### src/rtl/reg_scoreboard.sv
// reg_scoreboard: per-register pending-write scoreboard for an in-order pipeline.
// Tracks outstanding writers to x1..x31, stalls decode on RAW hazards and on
// counter saturation, and flags counter underflow as a sticky error.
// Optional build macro SB_STATS_EN adds a saturating stall-cycle counter output.
module reg_scoreboard #(
   parameter int CNT_W = 2
) (
   input  logic        clk,
   input  logic        srst_n,
   input  logic        issue_valid,
   input  logic [4:0]  rs1,
   input  logic [4:0]  rs2,
   input  logic        rs1_used,
   input  logic        rs2_used,
   input  logic        issue_we,
   input  logic [4:0]  issue_rd,
   input  logic        wb_valid,
   input  logic [4:0]  wb_rd,
   input  logic        kill_valid,
   input  logic [4:0]  kill_rd,
   output logic        stall,
   output logic [31:0] busy,
   output logic        err
`ifdef SB_STATS_EN
   ,
   output logic [31:0] stall_cnt
`endif
);

   localparam logic [CNT_W-1:0] CNT_MAX = '1;
   localparam logic [CNT_W-1:0] CNT_ONE = CNT_W'(1);

   logic [CNT_W-1:0] r_cnt [32];
   logic [31:0]      r_busy;
   logic             r_err;

   logic [CNT_W-1:0] w_next [32];
   logic [31:0]      w_busy_nxt;
   logic             w_unf;
   logic             w_haz1;
   logic             w_haz2;
   logic             w_full;
   logic             w_stall;
   logic             w_accept;
   logic             w_inc;
   logic             w_dwb;
   logic             w_dkl;
   logic [CNT_W:0]   w_up;
   logic [CNT_W:0]   w_dn;

   // Hazard detection: a writeback landing this cycle on a count-of-one
   // source clears the RAW hazard because the register file writes on negedge.
   always_comb begin
      w_haz1 = 1'b0;
      w_haz2 = 1'b0;
      w_full = 1'b0;
      if (rs1_used && rs1 != 5'd0 && r_cnt[rs1] != '0)
         w_haz1 = !(wb_valid && wb_rd == rs1 && r_cnt[rs1] == CNT_ONE);
      if (rs2_used && rs2 != 5'd0 && r_cnt[rs2] != '0)
         w_haz2 = !(wb_valid && wb_rd == rs2 && r_cnt[rs2] == CNT_ONE);
      if (issue_we && issue_rd != 5'd0 && r_cnt[issue_rd] == CNT_MAX)
         w_full = !((wb_valid && wb_rd == issue_rd) ||
                    (kill_valid && kill_rd == issue_rd));
      w_stall  = srst_n && issue_valid && (w_haz1 || w_haz2 || w_full);
      w_accept = issue_valid && !w_stall;
   end

   assign stall = w_stall;
   assign busy  = r_busy;
   assign err   = r_err;

   // Next counter values: issue/wb/kill combine as one net delta, clamped at zero.
   always_comb begin
      w_unf      = 1'b0;
      w_busy_nxt = '0;
      w_inc      = 1'b0;
      w_dwb      = 1'b0;
      w_dkl      = 1'b0;
      w_up       = '0;
      w_dn       = '0;
      for (int r = 0; r < 32; r++) begin
         w_next[r] = '0;
         if (r != 0) begin
            w_inc = w_accept && issue_we && (issue_rd == 5'(r));
            w_dwb = wb_valid && (wb_rd == 5'(r));
            w_dkl = kill_valid && (kill_rd == 5'(r));
            w_up  = {1'b0, r_cnt[r]} + (CNT_W+1)'(w_inc);
            w_dn  = (CNT_W+1)'(w_dwb) + (CNT_W+1)'(w_dkl);
            if (w_up < w_dn) begin
               w_next[r] = '0;
               w_unf     = 1'b1;
            end else begin
               w_next[r] = CNT_W'(w_up - w_dn);
            end
            w_busy_nxt[r] = (w_next[r] != '0);
         end
      end
   end

   // Counter, busy and sticky error state; busy tracks the counters as updated.
   always_ff @(posedge clk or negedge srst_n) begin
      if (!srst_n) begin
         for (int r = 0; r < 32; r++) r_cnt[r] <= '0;
         r_busy <= '0;
         r_err  <= 1'b0;
      end else begin
         for (int r = 0; r < 32; r++) r_cnt[r] <= w_next[r];
         r_busy <= w_busy_nxt;
         if (w_unf) r_err <= 1'b1;
      end
   end

`ifdef SB_STATS_EN
   logic [31:0] r_stall_cnt;

   // Saturating count of cycles in which decode was held.
   always_ff @(posedge clk or negedge srst_n) begin
      if (!srst_n)
         r_stall_cnt <= '0;
      else if (w_stall && r_stall_cnt != '1)
         r_stall_cnt <= r_stall_cnt + 32'd1;
   end

   assign stall_cnt = r_stall_cnt;
`endif

endmodule

### config.mk
export PLATFORM = sky130hd
export DESIGN_NAME = reg_scoreboard
export DESIGN_NICKNAME = d
export VERILOG_FILES = /design/src/rtl/reg_scoreboard.sv
export SDC_FILE = /design/constraint.sdc
export NUM_CORES = 1
export LEC_CHECK = 0
export BUFFER_PORTS_ARGS = -buffer_cell sky130_fd_sc_hd__buf_2
export CAP_MARGIN = 10
export CORE_MARGIN = 3
export CORE_UTILIZATION = 35
export CTS_BUF_LIST = sky130_fd_sc_hd__clkbuf_4
export DETAILED_ROUTE_END_ITERATION = 8
export GPL_TIMING_DRIVEN = 1
export HOLD_SLACK_MARGIN = 0.02
export REMOVE_ABC_BUFFERS = 1
export SETUP_SLACK_MARGIN = 0.2
export SKIP_CTS_REPAIR_TIMING = 1
export SYNTH_ARGS = -nofsm -noshare
export SYNTH_HDL_FRONTEND = slang
export SYNTH_SLANG_ARGS = --single-unit
export TNS_END_PERCENT = 5
### constraint.sdc
create_clock -name clk -period 4.02 [get_ports clk]
set_clock_uncertainty 0.1 [all_clocks]
set_input_delay 0.804 -clock clk [delete_from_list [all_inputs] [get_ports clk]]
set_output_delay 0.804 -clock clk [all_outputs]
set_load 0.1 [all_outputs]
==> impl_metrics.py, run 1 <==
metrics = {
    "status": {
        "status": "finished, violations left",
        "violations": "setup timing",
    },
    "clock_network": {
        "cts_tree": "yes",
        "clockBufferDepth": 2,
        "clk_latency_ps": 490,
        "ctsHtreeMaxLevel": 3,
        "numClockSinks": 94,
        "numCtsBuffers": 9,
        "clkTransAtPathRegs_ps": 150,
        "cts_root_buf": "clkbuf_4",
    },
    "worst_setup_path": {
        "crit_slowest_cell": "or4_4",
        "r2r_setup_slack_ps": -460,
        "r2r_end": "err$_DFFE_PN0P_",
        "cp_max_fo": 13,
        "cp-end-kind": "register",
        "reg2reg_depth": 16,
        "crit_path_start_kind": "input port",
        "max_stage_delay_ps": 590,
        "path_cells": "buf_12, mux4_2, mux2i_1, o221ai_1, nand4_1, nand4_4, o21a_4, nor4_2, buf_4, ha_4, inv_2, fa_1, o31a_1, or4_4, nor3_2, buf_4, nand4_1",
        "cp.required_ps": 4300,
        "r2r-start": "r_cnt[32]$_DFF_PN0_",
        "critPathBufInv": 4,
        "path_delay_family": "simple AND/OR/NAND/NOR gates",
        "cp_num_cells": 17,
        "worst-setup-path-type": "input port to register",
        "critPathArrivalTime_ps": 4770,
    },
    "detailed_routing": {
        "routed_via_density": 5.177,
        "vias": 8148,
        "ant_nets": 0,
        "drt_wl_total_um": 30370,
        "first_pass_iters": 5,
        "drt-initial-drc-count": 736,
        "drc": 0,
        "post_drt_wl_per_cell_um": 19.30,
    },
    "layout": {
        "final_cell_mix": "buf_4 (314), nor2_1 (118), ha_1 (105)",
        "drive_above_1_share": 0.4693,
        "fill_cells": 2178,
        "final_cells": 1574,
        "final_common_cell": "buf_4",
        "final_nets": 1439,
        "utilization": 0.5296,
        "areaGrowthSynthToFinish_pct": 46.30,
    },
    "sta": {
        "slew_headroom": 0.3663,
        "worst_slack_ps": -474.3,
        "fin_tns_setup_ps": -1175,
        "whs_ps": 181.0,
        "rsz0062_at_grt": "yes",
        "tightest_slew_ps": 950.6,
        "hold_viol": 0,
        "period_needed_ps": 4494,
        "finalSetupViolCount": 10,
        "finalCritPeriodShare": 1.118,
        "drv_slew": 0,
        "max_clock_freq_ghz": 0.2225,
    },
    "synthesis": {
        "ys_seq_area_frac": 0.2728,
        "ys_warn_count": 0,
        "synth_top_area_frac": 0.2728,
        "ys_ff_latch": 94,
        "yosysTopAreaCell": "dfrtp_1",
        "async_reset_ff_frac": 1.000,
        "syn_area_per_cell_um2": 9.744,
        "synth_area_leaders": "dfrtp_1 (27%), ha_1 (18%), fa_1 (7.2%), mux4_2 (6.0%), nor2_1 (5.6%)",
        "ys.flop_type": "dfrtp_1",
        "synth_edf_count": 0,
        "yosysUniqueCellTypes": 52,
        "synthCells": 885,
        "syn_area_mm2": 0.008623,
    },
    "die": {
        "ioPinCount": 67,
        "rows": 56,
        "dieArea_mm2": 0.02656,
        "die_width_um": 163.0,
        "initial_core_util": 0.3620,
        "die_h_um": 163.0,
        "core_area_mm2": 0.02382,
    },
    "grt": {
        "grt_max_degree": 74,
        "antenna_found_initial": 2,
        "grt_pass1_vias": 7980,
        "track_usage": 0.2251,
        "grt_first_pass_wirelength_um": 45270,
        "grt_overflow": 0,
    },
    "hold_path": {
        "hold_class": "input port to asynchronous set/reset pin",
    },
    "placement": {
        "place_ws_ps": -1643,
        "placed_cells": 1546,
        "place_congestion": 0.9740,
        "port_buffers": 65,
        "place_hpwl_um": 24430,
    },
    "job": {
        "cap_violations": 0,
    },
    "power": {
        "powerDensity_mw_per_mm2": 388.4,
        "leakage_nw": 5.970,
        "vdd_drop_max_uv": 497.9,
    },
}
power by group:
| group | internal [mW] | total (mW) | switching (mW) |
|---|---|---|---|
| registers | 1.24 | 1.46 | 0.223 |
| clock network | 0.130 | 0.456 | 0.326 |
| logic | 0.993 | 2.98 | 1.99 |
| total | 2.37 | 4.90 | 2.54 |
through the flow:
stage	power, mW	instance area (µm²)
2_1_floorplan	3.239	8414
3_3_place_gp	4.176	11540
3_5_place_dp	4.187	11540
4_1_cts	4.669	11640
5_1_grt	5.157	12620
6_report	4.900	12620
layout make-up:
class                      instances  area, µm²  share of cell area
multi-input combinational        655       6446              0.5110
timing repair buffer             392       2937              0.2328
sequential                        94       2362              0.1872
tap                              319      399.1             0.03164
inverter                          99      371.6             0.02946
clock buffer                      11      82.58            0.006546
clock inverter                     2      12.51           0.0009918
antenna                            2      5.005           0.0003967
metal layers:
layer  GRT usage  share of wire  vias up
met5           0              0        -
met4     0.05882          0.023        0
met3     0.03230          0.083       44
met2      0.3458           0.45      326
met1      0.3329           0.44     3984
li1            -              -     3794
cells by family (layout without fill, tap and decap cells):
logic type / count (synthesis) / in the layout / synth area share
simple gates: 296 / 296 / 0.1708
compound gates: 98 / 99 / 0.08009
other cells: 1 / 3 / 0.0004349
mux: 53 / 53 / 0.1049
fa+ha+maj: 155 / 155 / 0.2519
flops: 94 / 94 / 0.2728
xor+xnor: 51 / 51 / 0.05180
buf+inv: 137 / 504 / 0.06732
worst max-delay path by stage:
stage / startpoint / end / slack, ps
2_1_floorplan: rs1[3] / err$_DFFE_PN0P_ / -610
3_3_place_gp: rs2[0] / err$_DFFE_PN0P_ / -1590
3_5_place_dp: rs2[0] / err$_DFFE_PN0P_ / -1640
4_1_cts: rs2[0] / err$_DFFE_PN0P_ / -1100
5_1_grt: r_cnt[36]$_DFF_PN0_ / err$_DFFE_PN0P_ / -560
6_report: rs2[0] / err$_DFFE_PN0P_ / -470
synthesized netlist by cell type (2+ instances only):
library cell,instances
xnor2_1,35
nand4_1,6
nand2_1,36
inv_1,99
and2_1,3
a21oi_1,12
o22ai_1,22
or2_2,15
a31oi_1,4
mux4_2,23
nor3b_2,3
o21a_4,2
o31a_1,21
a22o_1,3
a221oi_1,4
a221o_1,2
mux4_1,5
nor2_1,129
mux2i_1,21
o211ai_1,5
buf_6,5
dfrtp_1,94
nor2b_1,10
nand3_1,31
buf_1,2
nand2b_1,10
clkbuf_1,22
nor4_1,18
ha_1,124
fa_1,31
nor4_2,4
nor3_1,7
buf_2,7
a22oi_1,2
mux2_2,4
nor4b_1,2
xor2_1,16
or3_1,14
or4_1,3
o21ai_0,17
worst register-to-register path, delay by kind of cell (launching register included):
family / cells / cell delay, ps
DFF: 1 / 470
and+or+nand+nor: 6 / 1450
buffers and inverters: 3 / 320
muxes: 2 / 700
adders and majority gates: 2 / 590
AOI/OAI and AO/OA: 3 / 750
registers in the layout (all words and copies together), names as in the netlist:
signal  count
busy       31
err         1
r_cnt      62
(Power assumes the default switching activity.)
==> run 2, diff against run 1 <==
- MAX_ROUTING_LAYER: not set -> met4
==> run 2 against run 1 <==
Combinational power shrank 4%. Hold slack lost 19 ps. Global-route usage grew 0.82 points. Largest power group unchanged. The flow still finishes with violations (setup timing).
==> impl_metrics.py, run 2 (synthesis results as in run 1) <==
metrics = {
    "layout": {
        "fill_cells": 2221,
        "drive_above_1_share": 0.4208,
        "final_area_mm2": 0.01231,
        "final_nets": 1442,
        "largest-register": "r_cnt",
        "areaGrowthSynthToFinish_pct": 42.77,
        "final_common_cell": "buf_4",
        "final_cell_mix": "buf_4 (321), nor2_1 (127), ha_1 (114)",
        "largest_reg_flops": 62,
        "final_cells": 1578,
    },
    "sta": {
        "rsz0062_at_grt": "yes",
        "finalCritPeriodShare": 1.121,
        "slew_headroom": 0.3645,
        "worst_slack_ps": -487.7,
        "whs_ps": 162.2,
        "tightest_slew_ps": 953.3,
        "hold_viol": 0,
        "max_clock_freq_ghz": 0.2218,
        "finalSetupViolCount": 17,
        "drv_slew": 0,
        "period_needed_ps": 4508,
    },
    "detailed_routing": {
        "routed_via_density": 5.091,
        "post_drt_wl_per_cell_um": 19.11,
        "drt-initial-drc-count": 690,
        "ant_nets": 0,
        "drt_wl_total_um": 30150,
        "drc": 0,
        "vias": 8033,
        "first_pass_iters": 5,
    },
    "status": {
        "status": "finished, violations left",
        "violations": "setup timing",
    },
    "power": {
        "p_int_mw": 2.301,
        "power_frac_seq": 0.307,
        "pwr-share-clk": 0.100,
        "swShare": 0.5219,
        "leakage_nw": 5.988,
        "p_switching_mw": 2.513,
        "combinationalPowerShare": 0.593,
        "powerDensity_mw_per_mm2": 391.0,
        "vdd_drop_max_uv": 383.5,
    },
    "clock_network": {
        "numClockSinks": 94,
        "clkTransAtPathRegs_ps": 160,
        "ctsHtreeMaxLevel": 3,
        "numCtsBuffers": 9,
        "clk_latency_ps": 510,
        "cts_tree": "yes",
        "clockBufferDepth": 2,
        "cts_root_buf": "clkbuf_4",
    },
    "grt": {
        "grt_overflow": 0,
        "track_usage": 0.2333,
        "grt_first_pass_wirelength_um": 45080,
        "grt_max_degree": 72,
        "grt_pass1_vias": 7935,
        "antenna_found_initial": 2,
    },
    "die": {
        "core_area_mm2": 0.02382,
        "rows": 56,
        "die_h_um": 163.0,
        "ioPinCount": 67,
        "initial_core_util": 0.3620,
        "dieArea_mm2": 0.02656,
        "die_width_um": 163.0,
    },
    "job": {
        "cap_violations": 0,
    },
    "placement": {
        "placed_cells": 1552,
        "place_hpwl_um": 24840,
        "place_congestion": 0.9878,
        "port_buffers": 65,
        "place_area_mm2": 0.01160,
    },
    "worst_setup_path": {
        "cp-end-kind": "register",
        "critPathArrivalTime_ps": 4800,
        "r2r-start": "r_cnt[30]$_DFF_PN0_",
        "worst-setup-path-type": "register to register",
        "reg2reg_depth": 17,
        "r2r_setup_slack_ps": -490,
        "cp_max_fo": 8,
        "r2r_end": "err$_DFFE_PN0P_",
        "cp.required_ps": 4310,
        "crit_path_start_kind": "register",
    },
    "hold_path": {
        "hold_class": "input port to asynchronous set/reset pin",
    },
}
==> run 2: how the worst max path moves through the flow <==
stage,end,slack [ps],cells after the start,start
after detailed placement,err$_DFFE_PN0P_,-1670,16,rs2[0]
after CTS,err$_DFFE_PN0P_,-1110,16,rs2[0]
after global placement,err$_DFFE_PN0P_,-1590,16,rs2[0]
final,err$_DFFE_PN0P_,-490,17,r_cnt[30]$_DFF_PN0_
after global routing,err$_DFFE_PN0P_,-630,16,r_cnt[33]$_DFF_PN0_
after floorplan,err$_DFFE_PN0P_,-610,15,rs1[3]
==> run 2: layer usage <==
metal  part of all wire  up-vias  routed length, µm  GRT usage
met5                  0        -                  0          -
met4              0.028        0                844    0.08035
met3              0.075       36               2265    0.03484
met2               0.44      287              13240     0.3408
met1               0.46     3916              13800     0.3313
li1                   -     3794                  -          -
==> run 2: cell type report <==
cell class	instances	area, µm²	area share
clock inverters	2	11.26	0.0009146
inverters	99	371.6	0.03018
repair buffers	395	2939	0.2387
well taps	319	399.1	0.03242
diodes	2	5.005	0.0004065
clock buffers	12	90.09	0.007317
flip-flops and latches	94	2362	0.1919
multi-input cells	655	6133	0.4982
==> run 2: worst max-delay path: stages (launching register included) <==
cell and delay [ps]:
dfrtp_1 480, mux4_2 480, mux2i_1 190, a21oi_1 60, o211ai_1 250, nand4_4 200, o21a_4 260, buf_6 130
buf_12 140, nor3_4 180, ha_2 190, inv_1 50, fa_1 450, or3_4 410, a22o_1 190, a221o_1 310
nor4_2 190, nand4_1 120
==> run 2: through the flow <==
stage               setup slack, ps  utilization  setup TNS (ps)  power [mW]
global placement              -1588       0.4870          -55940       4.193
CTS                           -1113       0.4912          -14420       4.693
detailed placement            -1666       0.4870          -61520       4.202
global route                 -634.4       0.5168           -5264       5.068
finish                       -487.7       0.5168           -1828       4.814
floorplan                    -613.3            -          -693.2       3.239
==> run 2: power by group through the flow <==
stage                     registers, mW  logic [mW]  clock network [mW]
after floorplan                    2.53       0.707                   0
after CTS                          1.47        2.74               0.490
after global routing               1.50        3.04               0.527
after detailed placement           1.48        2.72                   0
final                              1.48        2.85               0.482
after global placement             1.48        2.71                   0
